## src/rtl/sc_regshiftrow.sv

```systemverilog
// Paced row shift register with registered active-low TARGET comparator.
// Optional rotate-left on code 10 is enabled by defining SC_REGSHIFTROW_ROTATE_EN.
module sc_regshiftrow #(
  parameter int                   DATAWIDTH = 8,
  parameter int                   TICK_DIV  = 4,
  parameter logic [DATAWIDTH-1:0] TARGET    = 8'h80
) (
  input  logic                 SC_REGSHIFTROW_CLOCK_50,
  input  logic                 SC_REGSHIFTROW_RESET_InHigh,
  input  logic                 SC_REGSHIFTROW_clear_InLow,
  input  logic                 SC_REGSHIFTROW_load_InLow,
  input  logic [1:0]           SC_REGSHIFTROW_shiftselection_In,
  input  logic [DATAWIDTH-1:0] SC_REGSHIFTROW_data_InBUS,
  output logic [DATAWIDTH-1:0] SC_REGSHIFTROW_data_OutBUS,
  output logic                 SC_REGSHIFTROW_LastRegisterComparator_OutLow,
  output logic                 SC_REGSHIFTROW_shiftedOut_Out
);

  localparam int            PW       = (TICK_DIV > 2) ? $clog2(TICK_DIV) : 1;
  localparam logic [PW-1:0] PRE_LAST = PW'(TICK_DIV - 1);

  logic [DATAWIDTH-1:0] row_q, row_d;
  logic [PW-1:0]        pre_q, pre_d;
  logic                 so_q, so_d;
  logic                 cmp_q, cmp_d;
  logic                 run;

  // Code 11 always holds; code 10 holds too unless rotate is built in.
  always_comb begin
    run = (SC_REGSHIFTROW_shiftselection_In != 2'b11);
`ifndef SC_REGSHIFTROW_ROTATE_EN
    if (SC_REGSHIFTROW_shiftselection_In == 2'b10) run = 1'b0;
`endif
  end

  always_comb begin
    row_d = row_q;
    pre_d = pre_q;
    so_d  = so_q;
    if (!SC_REGSHIFTROW_clear_InLow) begin
      row_d = '0;
      pre_d = '0;
      so_d  = 1'b0;
    end else if (!SC_REGSHIFTROW_load_InLow) begin
      row_d = SC_REGSHIFTROW_data_InBUS;
      pre_d = '0;
    end else if (run) begin
      if (pre_q == PRE_LAST) begin
        pre_d = '0;
        case (SC_REGSHIFTROW_shiftselection_In)
          2'b00: begin
            row_d = {row_q[DATAWIDTH-2:0], 1'b0};
            so_d  = row_q[DATAWIDTH-1];
          end
          2'b01: begin
            row_d = {1'b0, row_q[DATAWIDTH-1:1]};
            so_d  = row_q[0];
          end
`ifdef SC_REGSHIFTROW_ROTATE_EN
          2'b10: begin
            row_d = {row_q[DATAWIDTH-2:0], row_q[DATAWIDTH-1]};
            so_d  = row_q[DATAWIDTH-1];
          end
`endif
          default: ;
        endcase
      end else begin
        pre_d = pre_q + 1'b1;
      end
    end
    cmp_d = (row_d != TARGET);
  end

  // Row and comparator update together so the flag always matches the row.
  always_ff @(posedge SC_REGSHIFTROW_CLOCK_50) begin
    if (SC_REGSHIFTROW_RESET_InHigh) begin
      row_q <= '0;
      pre_q <= '0;
      so_q  <= 1'b0;
      cmp_q <= 1'b1;
    end else begin
      row_q <= row_d;
      pre_q <= pre_d;
      so_q  <= so_d;
      cmp_q <= cmp_d;
    end
  end

  assign SC_REGSHIFTROW_data_OutBUS                   = row_q;
  assign SC_REGSHIFTROW_LastRegisterComparator_OutLow = cmp_q;
  assign SC_REGSHIFTROW_shiftedOut_Out                = so_q;

endmodule

```

## config.mk

```make
export PLATFORM = sky130hd
export DESIGN_NAME = sc_regshiftrow
export DESIGN_NICKNAME = d
export VERILOG_FILES = /design/src/rtl/sc_regshiftrow.sv
export SDC_FILE = /design/constraint.sdc
export NUM_CORES = 1
export LEC_CHECK = 0
export ABC_AREA = 1
export CAP_MARGIN = 20
export CORE_MARGIN = 2
export CORE_UTILIZATION = 45
export CTS_CLUSTER_DIAMETER = 40
export DETAILED_ROUTE_END_ITERATION = 8
export GPL_ROUTABILITY_DRIVEN = 0
export HOLD_SLACK_MARGIN = 0.05
export PLACE_DENSITY = 0.76
export SLEW_MARGIN = 10
export SYNTH_ARGS = -nofsm -noshare
export SYNTH_HDL_FRONTEND = slang
export SYNTH_SLANG_ARGS = --single-unit
```

## constraint.sdc

```tcl
create_clock -name SC_REGSHIFTROW_CLOCK_50 -period 1.8 [get_ports SC_REGSHIFTROW_CLOCK_50]
set_clock_uncertainty 0.05 [all_clocks]
set_input_delay 0.54 -clock SC_REGSHIFTROW_CLOCK_50 [delete_from_list [all_inputs] [get_ports SC_REGSHIFTROW_CLOCK_50]]
set_output_delay 0.54 -clock SC_REGSHIFTROW_CLOCK_50 [all_outputs]
set_load 0.1 [all_outputs]
```

==> results of run 1 <==
[placed cells by master (no fill, tap or decap)]
cell type        instances
o211ai_1                 2
nand3_2                  2
inv_2                    1
o21ai_0                  1
clkinv_2                 1
dfxtp_1                 12
nand2_2                  6
dlymetal6s2s_1           1
a21oi_1                  2
nand3_1                  1
inv_4                    1
ha_1                     1
nor2_4                   1
buf_4                   13
nand2_1                 39
clkdlybuf4s50_1         12
clkbuf_4                 3
buf_12                  10
o21ai_1                  4
inv_1                   14
nor2_1                  38
nand2_4                  1
nand3b_1                 2
[flip-flops by register name, summed over array words and instances, names as in the netlist]
register                                      cells
SC_REGSHIFTROW_data_OutBUS                        8
pre_q                                             2
SC_REGSHIFTROW_LastRegisterComparator_OutLow      1
SC_REGSHIFTROW_shiftedOut_Out                     1
[layout make-up]
| class | instances | area (µm²) |
|---|---|---|
| Inverter | 17 | 67.6 |
| Tap cell | 17 | 21.3 |
| Multi-Input combinational cell | 100 | 452 |
| Sequential cell | 12 | 240 |
| Fill cell | 148 | 437 |
| Clock buffer | 3 | 22.5 |
| Timing Repair Buffer | 36 | 430 |
[critical path: stages]
cell,delay [ns]
clkdlybuf4s50_1,0.55
inv_1,0.15
o21ai_1,0.18
nand2_1,0.09
nand2_2,0.06
nand2_1,0.06
nor2_1,0.11
nand2_1,0.05
[cells by family after synthesis]
family | count (synthesis)
buf+inv | 20
simple gates | 90
fa+ha+maj | 1
compound gates | 9
flops | 12
[power breakdown]
group          internal [mW]  leakage (nW)  switching (mW)  total, mW
Sequential             0.274        0.0979          0.0139      0.288
Combinational          0.100         0.527           0.128      0.228
Clock                 0.0777        0.0138          0.0927      0.170
Total                  0.452         0.638           0.235      0.687
[metal layers]
metal / share of wire / vias up / wire length (µm) / GRT usage
li1: - / 469 / - / -
met1: 0.41 / 428 / 900 / 0.299
met2: 0.52 / 29 / 1150 / 0.420
met3: 0.051 / 3 / 111 / 0.0357
met4: 0.011 / 0 / 25 / 0.106
met5: 0 / - / 0 / 0
[timing repair]
item,4_1_cts,5_1_grt
setup endpoints to repair,0,1
hold buffers,0,0
gates resized for setup,0,1
[worst paths after layout]
kind                                                             endpoint  slack [ns]  cells past startpoint
setup / recovery  SC_REGSHIFTROW_LastRegisterComparator_OutLow$_SDFF_PP1_        0.14                      8
hold / removal                                      pre_q[0]$_SDFFE_PP0N_        0.41                      1
setup reg to reg  SC_REGSHIFTROW_LastRegisterComparator_OutLow$_SDFF_PP1_        0.24                      8
hold reg to reg                                     pre_q[0]$_SDFFE_PP0N_        0.41                      1
==> flow_summary.toml, run 1 <==
[final_layout]
nets = 185
utilization = 0.739
drive_above_1_share = 0.232
diodes = 0
design_area_um2 = 1230
area_growth_pct = 58.0
fin_cells = 185

[setup_path]
setup.worst_path.start = "SC_REGSHIFTROW_load_InLow"
worst_setup_path_end_kind = "register"
arrival_ns = 1.79
startpoint_type = "input port"
r2r_start = "pre_q[0]$_SDFFE_PP0N_"
crit_required_ns = 1.94
crit_path_max_fanout = 6
worst-setup-path-type = "input port to register"

[logic_synthesis]
synth_most_common_cell = "nand2_1"
async_reset_ff_frac = 0
yosysTopAreaCell = "dfxtp_1"
synthMuxAreaShare = 0
ys_warn_count = 0
yosysTopAreaCellShare = 0.308
synth.avg_cell_area_um2 = 5.91
netlist_area_um2 = 781
ys.flop_type = "dfxtp_1"
synth_edf_count = 0
synth-compound-area-share = 0.0641
synth_xor_area_frac = 0
synth_top_family_by_area = "simple AND/OR/NAND/NOR gates"
yosysSeqAreaShare = 0.308
synthAdderAreaFrac = 0.0160
synthTopCellsByArea = "dfxtp_1 (31%), nand2_1 (19%), nor2_1 (18%), inv_1 (6.7%), nand2_2 (4.8%)"
synth.top_cells.by_count = "nand2_1 (39), nor2_1 (38), inv_1 (14), dfxtp_1 (12), nand2_2 (6)"
yosysUniqueCellTypes = 20
ys_ff_latch = 12
syn_inst = 132
syn_nets = 147
synth-simple-area-share = 0.498

[clock_network]
clock_sinks = 12
clk_pin_slew_ns = 0.08
cts.htree.levels = 1
cts_tree = "built"
cts.path.max_buffers = 2
clk_latency_ns = 0.28
numCtsBuffers = 3
cts_root_buffer = "clkbuf_4"
cts_setup_buffers = 0

[global_route]
antenna_found_initial = 0
track_usage = 0.244
grt_max_degree = 9
gr-total-overflow = 0
grt_pass1_wl_mm = 3.62
grt_pass1_vias = 860

[place]
placedInstanceArea_um2 = 1210
hpwl_mm = 1.74
io_buffers = 23
pre_cts_ws_ns = -0.233
place_inst = 182

[route]
firstDrtPassIters = 6
antenna_left = 0
wl_per_cell_um = 11.8
via_per_inst = 5.02
drt_iter0_drc = 32
vias = 929
finalWirelength_mm = 2.18
drc = 0

[min_path]
min-delay-start = "pre_q[0]$_SDFFE_PP0N_"
min_path_type = "register to register"

[sta]
hold_viol = 0
grt_setup_unrepaired = "false"
worst_slew_pin_slew_ns = 0.290
post-route-min-period_ns = 1.66
setup_viol = 0
finalHoldWorstSlack_ns = 0.414
maxSlewViolCount = 0
finalSetupTns_ns = 0
timing.fmax_mhz = 603
maxSlewHeadroom = 0.806
setup_slack_ns = 0.143
fin_crit_sh = 0.921

[floorplan]
io_pins = 24
die_w_um = 45.7
die_area_um2 = 2080
core_um2 = 1670
start_util = 0.467
die_h_um = 45.7
num_rows = 15

[run_status]
status = "complete, no violations"

[power_and_ir_drop]
p_leak_nw = 0.638
power.density_nw_per_um2 = 557
ir_drop_uv = 523
power.total_mw = 0.687

[job]
maxCapViolCount = 0
(Power assumes the default switching activity.)
==> run 2, diff against run 1 <==
- GPL_TIMING_DRIVEN: default -> 0
- SLEW_MARGIN: 10 -> 40
==> run 2 against run 1 <==
Die area is the same. Utilization down 15 points. Worst setup slack worse by 0.049 ns. Routed wire length fell by 22%. Critical endpoint is now SC_REGSHIFTROW_data_OutBUS[2].
==> flow_summary.toml, run 2 (synthesis gave the netlist of run 1 again) <==
[floorplan]
die_h_um = 45.7
die_w_um = 45.7
die_area_um2 = 2080
core_um2 = 1670
num_rows = 15
io_pins = 24
start_util = 0.467

[power_and_ir_drop]
netSwitchingFraction = 0.343
switchingPower_mw = 0.214
power.total_mw = 0.624
power.density_nw_per_um2 = 630
seqPwrFrac = 0.452
ir_drop_uv = 456
p_leak_nw = 0.549
power_frac_comb = 0.287
p_int_mw = 0.410
power.share.clock = 0.261

[global_route]
grt_pass1_wl_mm = 2.63
gr-total-overflow = 0
grt_max_degree = 11
track_usage = 0.177
antenna_found_initial = 0
grt_pass1_vias = 636

[setup_path]
r2r_end = "SC_REGSHIFTROW_LastRegisterComparator_OutLow$_SDFF_PP1_"
path_cells = "buf_2"
crit_path_max_fanout = 4
startpoint_type = "register"
crit_slowest_cell = "buf_2"
r2r_start = "pre_q[0]$_SDFFE_PP0N_"
crit_family = "buffers and inverters"
worst-path-buf-inv = 1
max_stage_delay_ns = 0.45
crit_required_ns = 1.21
worst_setup_path_end_kind = "output port"
worst-setup-path-type = "register to output port"
r2r_cells = 8
arrival_ns = 1.12
rrSetupSlack_ns = 0.29

[sta]
fin_crit_sh = 0.948
post-route-min-period_ns = 1.71
timing.fmax_mhz = 586
maxSlewViolCount = 0
grt_setup_unrepaired = "false"
maxSlewHeadroom = 0.678
worst_slew_pin_slew_ns = 0.486
hold_viol = 0
setup_viol = 0

[clock_network]
cts_root_buffer = "clkbuf_4"
clk_latency_ns = 0.27
cts_tree = "built"
cts.htree.levels = 1
cts_setup_buffers = 0
ctsResizeCount = 0
clock_sinks = 12
hold_buffers = 0
clk_pin_slew_ns = 0.07
cts.path.max_buffers = 2
numCtsBuffers = 3

[route]
drt_iter0_drc = 8
antenna_left = 0
firstDrtPassIters = 4
wl_per_cell_um = 9.90
vias = 825
via_per_inst = 4.77
drc = 0
finalWirelength_mm = 1.71

[final_layout]
largest_register_ffs = 8
final_common_cell = "nand2_1"
diodes = 0
drive_above_1_share = 0.186
area_growth_pct = 26.8
final_cell_mix = "nand2_1 (39), nor2_1 (38), inv_1 (14)"
nets = 173
design_area_um2 = 990

[min_path]
holdPathStages = 1
whs_endpoint = "pre_q[0]$_SDFFE_PP0N_"
min-delay-start = "pre_q[0]$_SDFFE_PP0N_"
min_path_type = "register to register"

[job]
maxCapViolCount = 0

[run_status]
status = "complete, no violations"

[place]
placedInstanceArea_um2 = 962
io_buffers = 21
hpwl_mm = 1.39
## run 2: cell count changes in the layout (fill, tap and decap cells not counted)
cell and change:
buf_12 -10, buf_4 -12, clkdlybuf4s50_1 -2, buf_2 +11, buf_6 +1
## run 2: cell type report
cell class / count / area, µm²
well taps: 17 / 21.3
clock buffers: 3 / 22.5
fillers: 180 / 681
inverters: 17 / 67.6
repair buffers: 21 / 163
plain buffers: 3 / 23.8
flip-flops and latches: 12 / 240
multi-input cells: 100 / 452
## run 2: stage by stage
| stage | hold slack (ns) | std cells | TNS (ns) | util | setup WS [ns] |
|---|---|---|---|---|---|
| after floorplan | 0.378 | 132 | 0 | - | 0.159 |
| after global placement | 0.395 | 170 | -3.57 | 0.606 | -0.317 |
| after detailed placement | 0.408 | 170 | -0.939 | 0.576 | -0.266 |
| after CTS | 0.417 | 173 | 0 | 0.590 | 0.0167 |
| after global routing | 0.453 | 173 | 0 | 0.593 | 0.0335 |
| final | 0.414 | 173 | 0 | 0.593 | 0.0940 |
## run 2: routing by layer
metal	vias up	routed length, µm	GRT usage
met5	-	0	0
met4	0	12	0.106
met3	2	61	0.0357
met2	19	830	0.251
met1	361	807	0.243
li1	443	-	-
## run 2: worst max path at each step
stage                                             start                                                       to  slack (ns)  cells after the start
2_1_floorplan  SC_REGSHIFTROW_data_OutBUS[6]$_SDFF_PP0_  SC_REGSHIFTROW_LastRegisterComparator_OutLow$_SDFF_PP1_        0.16                      9
3_3_place_gp   SC_REGSHIFTROW_data_OutBUS[2]$_SDFF_PP0_                            SC_REGSHIFTROW_data_OutBUS[2]       -0.32                      1
3_5_place_dp        SC_REGSHIFTROW_shiftselection_In[1]  SC_REGSHIFTROW_LastRegisterComparator_OutLow$_SDFF_PP1_       -0.27                      9
4_1_cts             SC_REGSHIFTROW_shiftselection_In[1]  SC_REGSHIFTROW_LastRegisterComparator_OutLow$_SDFF_PP1_        0.02                      9
5_1_grt                       SC_REGSHIFTROW_load_InLow  SC_REGSHIFTROW_LastRegisterComparator_OutLow$_SDFF_PP1_        0.03                      9
6_report       SC_REGSHIFTROW_data_OutBUS[2]$_SDFF_PP0_                            SC_REGSHIFTROW_data_OutBUS[2]        0.09                      1
## run 2: power by group through the flow
stage | combinational [mW] | clock (mW) | sequential (mW)
2_1_floorplan | 0.0725 | 0 | 0.345
3_3_place_gp | 0.183 | 0 | 0.289
3_5_place_dp | 0.179 | 0 | 0.289
4_1_cts | 0.179 | 0.167 | 0.282
5_1_grt | 0.193 | 0.173 | 0.283
6_report | 0.179 | 0.163 | 0.282
